### src/rtl/systemx_sweeper.sv
// systemx_sweeper: steps {A,B,C} through 000..111, holding each for DWELL clocks, captures F into an 8-bit truth vector and compares it with EXPECTED.
//   clk            rising-edge clock
//   rst_n          asynchronous active-low reset
//   start          sweep request, honoured only in IDLE or DONE
//   f_in           F from systemx, combinational from a/b/c_out
//   a_out/b_out/c_out  registered sweep index, a_out is the MSB
//   busy           high while sweeping
//   done           high from sweep completion until the next accepted start
//   truth          captured F values, bit i = F at index i
//   match          truth == EXPECTED while done, 0 otherwise
module systemx_sweeper #(
    parameter int unsigned DWELL    = 10,
    parameter logic [7:0]  EXPECTED = 8'h45
) (
    input  logic       clk,
    input  logic       rst_n,
    input  logic       start,
    input  logic       f_in,
    output logic       a_out,
    output logic       b_out,
    output logic       c_out,
    output logic       busy,
    output logic       done,
    output logic [7:0] truth,
    output logic       match
);
    typedef enum logic [1:0] {IDLE = 2'd0, DRIVE = 2'd1, DONE = 2'd2} state_t;
    localparam logic [7:0] LAST = 8'(DWELL - 1);
    state_t     r_state, w_state;
    logic [2:0] r_index, w_index;
    logic [7:0] r_dwell, w_dwell;
    logic [7:0] r_truth, w_truth;
    logic       w_last;
    assign w_last = r_dwell == LAST;
    always_comb begin
        w_state = r_state;
        w_index = r_index;
        w_dwell = r_dwell;
        w_truth = r_truth;
        case (r_state)
            IDLE, DONE: if (start) begin
                w_state = DRIVE;
                w_index = 3'd0;
                w_dwell = 8'd0;
                w_truth = 8'd0;
            end
            DRIVE: if (w_last) begin
                // f_in still reflects the current index during the last hold cycle
                w_truth[r_index] = f_in;
                w_dwell          = 8'd0;
                w_index          = r_index + 3'd1;
                w_state          = (r_index == 3'd7) ? DONE : DRIVE;
            end else begin
                w_dwell = r_dwell + 8'd1;
            end
            default: begin
                w_state = IDLE;
                w_index = 3'd0;
                w_dwell = 8'd0;
                w_truth = 8'd0;
            end
        endcase
    end
    always_ff @(posedge clk or negedge rst_n) begin
        if (!rst_n) begin
            r_state <= IDLE;
            r_index <= 3'd0;
            r_dwell <= 8'd0;
            r_truth <= 8'd0;
        end else begin
            r_state <= w_state;
            r_index <= w_index;
            r_dwell <= w_dwell;
            r_truth <= w_truth;
        end
    end
    assign {a_out, b_out, c_out} = r_index;
    assign busy  = r_state == DRIVE;
    assign done  = r_state == DONE;
    assign truth = r_truth;
    assign match = (r_state == DONE) ? (r_truth == EXPECTED) : 1'b0;
endmodule

### config.mk
export PLATFORM = sky130hd
export DESIGN_NAME = systemx_sweeper
export DESIGN_NICKNAME = d
export VERILOG_FILES = /design/src/rtl/systemx_sweeper.sv
export SDC_FILE = /design/constraint.sdc
export NUM_CORES = 1
export LEC_CHECK = 0
export BUFFER_PORTS_ARGS = -buffer_cell sky130_fd_sc_hd__buf_2
export CAP_MARGIN = 20
export CORE_MARGIN = 2
export CORE_UTILIZATION = 49
export CTS_BUF_LIST = sky130_fd_sc_hd__clkbuf_16
export CTS_CLUSTER_SIZE = 14
export DETAILED_ROUTE_END_ITERATION = 16
export PLACE_DENSITY = 0.84
export RECOVER_POWER = 50
export REMOVE_ABC_BUFFERS = 1
export SYNTH_ARGS = -nofsm -noshare
export SYNTH_HDL_FRONTEND = slang
export SYNTH_SLANG_ARGS = --single-unit
export TNS_END_PERCENT = 20
### constraint.sdc
create_clock -name clk -period 1.6 [get_ports clk]
set_input_delay 0.24 -clock clk [delete_from_list [all_inputs] [get_ports clk]]
set_output_delay 0.24 -clock clk [all_outputs]
set_load 0.03 [all_outputs]
# == Word level (Yosys, flattened, before mapping) ==
# Cells that the tools add are included.
# classes
shifts,0
bitwise,0
n_mul,0
div_mod_pow,0
eq_ne,7
n_lt_le_gt_ge,2
n_addsub,2
reduce_logical,4
mux,16
# ops
cell,n
$pmux 8 s2,2
$mux 8,3
$add 8x1->8 const B,1
$bwmux 8,1
$eq 8x4->1 const B,1
$eq 8x7->1 const B,1
$mux 2,3
$mux 3,2
$pmux 3 s2,1
$lt 3x4->1 const B,1
$pmux 2 s2,1
$add 3x1->3 const B,1
$demux 1 s3,1
$eq 3x3->1 const B,1
$ge 3x1->1 const B,1
$eq 2x1->1 const B,1
$eq 2x2->1 const B,1
$logic_not 2->1,1
$mux 1,2
$ne 2x1->1 const B,1
$ne 2x2->1 const B,1
$reduce_and 2->1,1
$reduce_or 2->1,1
$logic_and 1x1->1,1
# word_totals
latch_bits,0
ramBits,0
romBits,0
output_inout_bits,14
n_memories,0
reg_bits,21

# == Longest topological paths before layout ==
# logic_depth
ltp_word,7
depth_mapped,7

# == Least setup slack after synthesis ==
# Ideal clock, no wire load.
# synth_path
path_type,register -> register
from,register r_dwell[4]
to,register r_truth[4] (netlist: truth[4])
arrival_ps,1575
path_slack_ps,-108
period_less_slack_ps,1708
setup_time_ps,133
path_buffers,1
required_ps,1467
stages_incl_launch_ff,6
cell_sequence,dfrtp_1 > or4_4 > o21a_1 > buf_6 > o31ai_2 > o31ai_1
# synth_between
elab_chain_cells,3
# synth_lines
item,line,source
from (decl),31,"logic [7:0] r_dwell, w_dwell;"
from (signal assigned),73,r_dwell <= w_dwell;
$eq 8x4->1,34,assign w_last = r_dwell == LAST;
$ne 2x1->1 (no source line),--,
$reduce_and 2->1 (no source line),--,
to (signal assigned),74,r_truth <= w_truth;
to (decl),32,"logic [7:0] r_truth, w_truth;"
# Every way passes these cells.
# A chain may end at the register's enable or synchronous reset.

# == Worst setup path in the final report ==
# Same ends and word-level chain as after synthesis.

==> results.json <==
{
  "outcome": "finished, violations left",
  "violations": "negative setup slack",
  "grt_start_max_net_pins": 22,
  "final_cell_area_um2": 1500,
  "crit_end": "truth[4]",
  "diodes": 0,
  "grt_pass1_vias": 975,
  "worst_pin_slew_ns": 0.588,
  "rows": 17,
  "core_area_um2": 2190,
  "post_dp_cell_area_um2": 1340,
  "synth-seq-area-share_pct": 46.5,
  "r2r_cells": 5,
  "ios": 18,
  "area_growth_syn_to_layout_pct": 32.7,
  "routed_wl_um": 2770,
  "fin_nets": 156,
  "ant_nets": 0,
  "ys_ff_latch": 21,
  "min_period_ns": 1.71,
  "clockRootBuffer": "clkbuf_16",
  "cp_num_buf_inv": 1,
  "grt_pass1_wl_um": 4310,
  "vias": 1013,
  "cts_buffer_depth": 2,
  "synth_area_um2": 1130,
  "setup_ws_ns": -0.111,
  "num-fill-cells": 154,
  "gp_routability_congestion": 0.847,
  "worst_slew_margin_rel_pct": 60.7,
  "grt_setup_unrepaired": "yes",
  "grt-ovfl-total": 0,
  "firstDrtPassIters": 4,
  "period_share_pct": 107,
  "path_max_fanout": 4,
  "cp-end-kind": "flop",
  "dp_slack_ns": -0.166,
  "die_area_um2": 2710,
  "synth_area_per_cell_um2": 9.75,
  "synth_cell_types": 37,
  "drive_gt1_share_pct": 38.1,
  "post-cts-setup-buffers": 0,
  "dpl.hpwl_um": 1900,
  "clock-sinks": 21,
  "p_leak_nw": 0.698,
  "postSynthCellCount": 116,
  "track_usage_pct": 21.8,
  "r2r-end": "truth[4]",
  "initialDrtViolationCount": 26,
  "maxSlewViolCount": 0,
  "portBuffers": 17,
  "crit_required_ns": 1.77,
  "setup_viol": 17,
  "clkTransAtPathRegs_ns": 0.06,
  "crit_arrival_ns": 1.88,
  "die_x_um": 52.0,
  "max_freq_ghz": 0.584,
  "start_kind": "flop",
  "cts_tree": "yes",
  "ir_drop_v": 0.00107,
  "hold_viol": 0,
  "hp-class": "in -> reg",
  "crit_family": "simple AND/OR/NAND/NOR gates",
  "r2r_start": "r_dwell[4]",
  "maxCapViolCount": 0,
  "initial_core_util_pct": 51.6,
  "crit_type": "reg -> reg",
  "yosysWarningCount": 0,
  "power_density_nw_per_um2": 1160,
  "path_cells": "or4_4 > buf_6 > nor3_4 > nand3_2 > o31ai_2",
  "r2r_slack_ns": -0.11,
  "critPathSlowestCell": "or4_4",
  "cts_made_buffers": 3,
  "hold_ws_ns": 0.307,
  "critPathMaxStageDelay_ns": 0.57,
  "htreeDepth": 1,
  "drc": 0,
  "worstSkewPairLatency_ns": 0.25,
  "antenna_found_initial": 0,
  "die_y_um": 52.0,
  "wl_per_cell_um": 15.8,
  "cp.depth": 5,
  "viasPerCell": 5.79,
  "cp-startpoint": "r_dwell[4]",
  "fin_skew_ns": 0.00130
}
[cell usage in the layout (no fill, tap or decap), types with 2 or more instances in the layout]
cell type,instances
a31oi_1,4
and3_1,2
buf_2,15
buf_4,13
buf_6,3
clkbuf_16,3
dfrtp_1,21
ha_1,4
inv_1,7
nand2_1,8
nand2b_1,3
nand3_1,3
nor2_1,4
o21a_1,3
o21ai_0,4
o21ai_1,10
o31ai_1,3
o31ai_2,6
xor2_1,4
[worst min-delay path, cell delays in order]
cell,delay [ns]
buf_2,0.11
inv_1,0.05
o221ai_1,0.10
[Yosys cell counts]
master    count  area (µm²)
o21ai_0       9        45.0
dfrtp_1      21         526
ha_1          4        50.1
xor2_1        4        35.0
nand3_2       1        10.0
nand4_1       1        6.26
nand3b_2      1        11.3
or4_4         1        11.3
a22o_1        1        8.76
clkbuf_2      1        5.00
o22ai_1       1        6.26
o21ai_1       6        30.0
nor4bb_1      1        10.0
nand2b_1      3        18.8
buf_2         1        5.00
inv_1         7        26.3
or2_2         1        6.26
nor3_4        1        16.3
nor2_1        5        18.8
o21a_1        4        30.0
nor4b_1       1        8.76
or3_1         1        6.26
a21oi_1       1        5.00
o221ai_1      1        8.76
clkbuf_1      4        15.0
nand2_1       9        33.8
and3_2        1        7.51
nor3_1        1        5.00
and3_1        2        12.5
a31oi_1       5        31.3
buf_6         1        11.3
nand3_1       3        15.0
o31ai_1       8        60.1
nor2b_1       1        6.26
o31ai_2       1        12.5
a41oi_1       1        8.76
nand3b_1      1        7.51
[cells by family (layout without fill, tap and decap cells)]
group	count (synthesis)	count (layout)	synth area share [%]
XOR/XNOR	4	4	3.10
flip-flops	21	21	46.5
AO/OA/AOI/OAI	38	38	21.8
adder cells (fa/ha/maj)	4	4	4.42
AND/OR/NAND/NOR	35	35	18.7
buffers and inverters	14	45	5.53
[sequential cells by signal, summed over array words and instances, names as in the netlist]
name,flops
r_dwell,8
r_index,3
r_state,2
truth,8
[how the worst min path moves through the flow]
stage | from | to | slack [ns] | cells past startpoint
floorplan | rst_n | r_dwell[0] | -0.06 | 0
global placement | rst_n | truth[5] | 0.21 | 1
detailed placement | rst_n | truth[2] | 0.22 | 1
CTS | start | r_state[0] | 0.30 | 3
global route | start | r_state[0] | 0.31 | 3
finish | start | r_state[0] | 0.31 | 3
[report_power, final]
group | internal [W] | switching [W] | total (W)
registers | 0.000606 | 0.0000855 | 0.000691
clock network | 0.000335 | 0.000189 | 0.000524
logic | 0.000241 | 0.000292 | 0.000532
[per-stage QoR]
| stage | setup TNS (ns) | power (W) | util (%) | instances |
|---|---|---|---|---|
| floorplan | -1.38 | 0.000964 | - | 109 |
| global placement | -1.10 | 0.00114 | 60.9 | 170 |
| detailed placement | -2.15 | 0.00117 | 60.9 | 170 |
| CTS | -0.730 | 0.00172 | 66.0 | 175 |
| global route | -1.82 | 0.00184 | 68.5 | 175 |
| finish | -1.01 | 0.00175 | 68.5 | 175 |
[what timing repair did]
action,in CTS,in global routing
gates resized for setup,10,13
hold buffers,1,0
pin swaps,5,2
setup endpoints to repair,22,19
cloned,0,0
endpoints found under the hold margin,21,0
[layer usage]
layer | vias to the layer above | share of wire [%] | track usage [%]
li1 | 479 | - | -
met1 | 488 | 42 | 24.5
met2 | 42 | 50 | 39.7
met3 | 4 | 6.3 | 6.03
met4 | 0 | 0.87 | 6.14
met5 | - | 0 | 0
[cell type report]
type	instances	area, µm²	area share [%]
clock inverter	1	5.00	0.333
clock buffer	3	75.1	5.00
timing repair buffer	34	229	15.3
inverter	7	26.3	1.75
sequential	21	526	35.0
multi-input combinational	81	606	40.3
tap	28	35.0	2.33
Power figures use the tool's default switching activity.
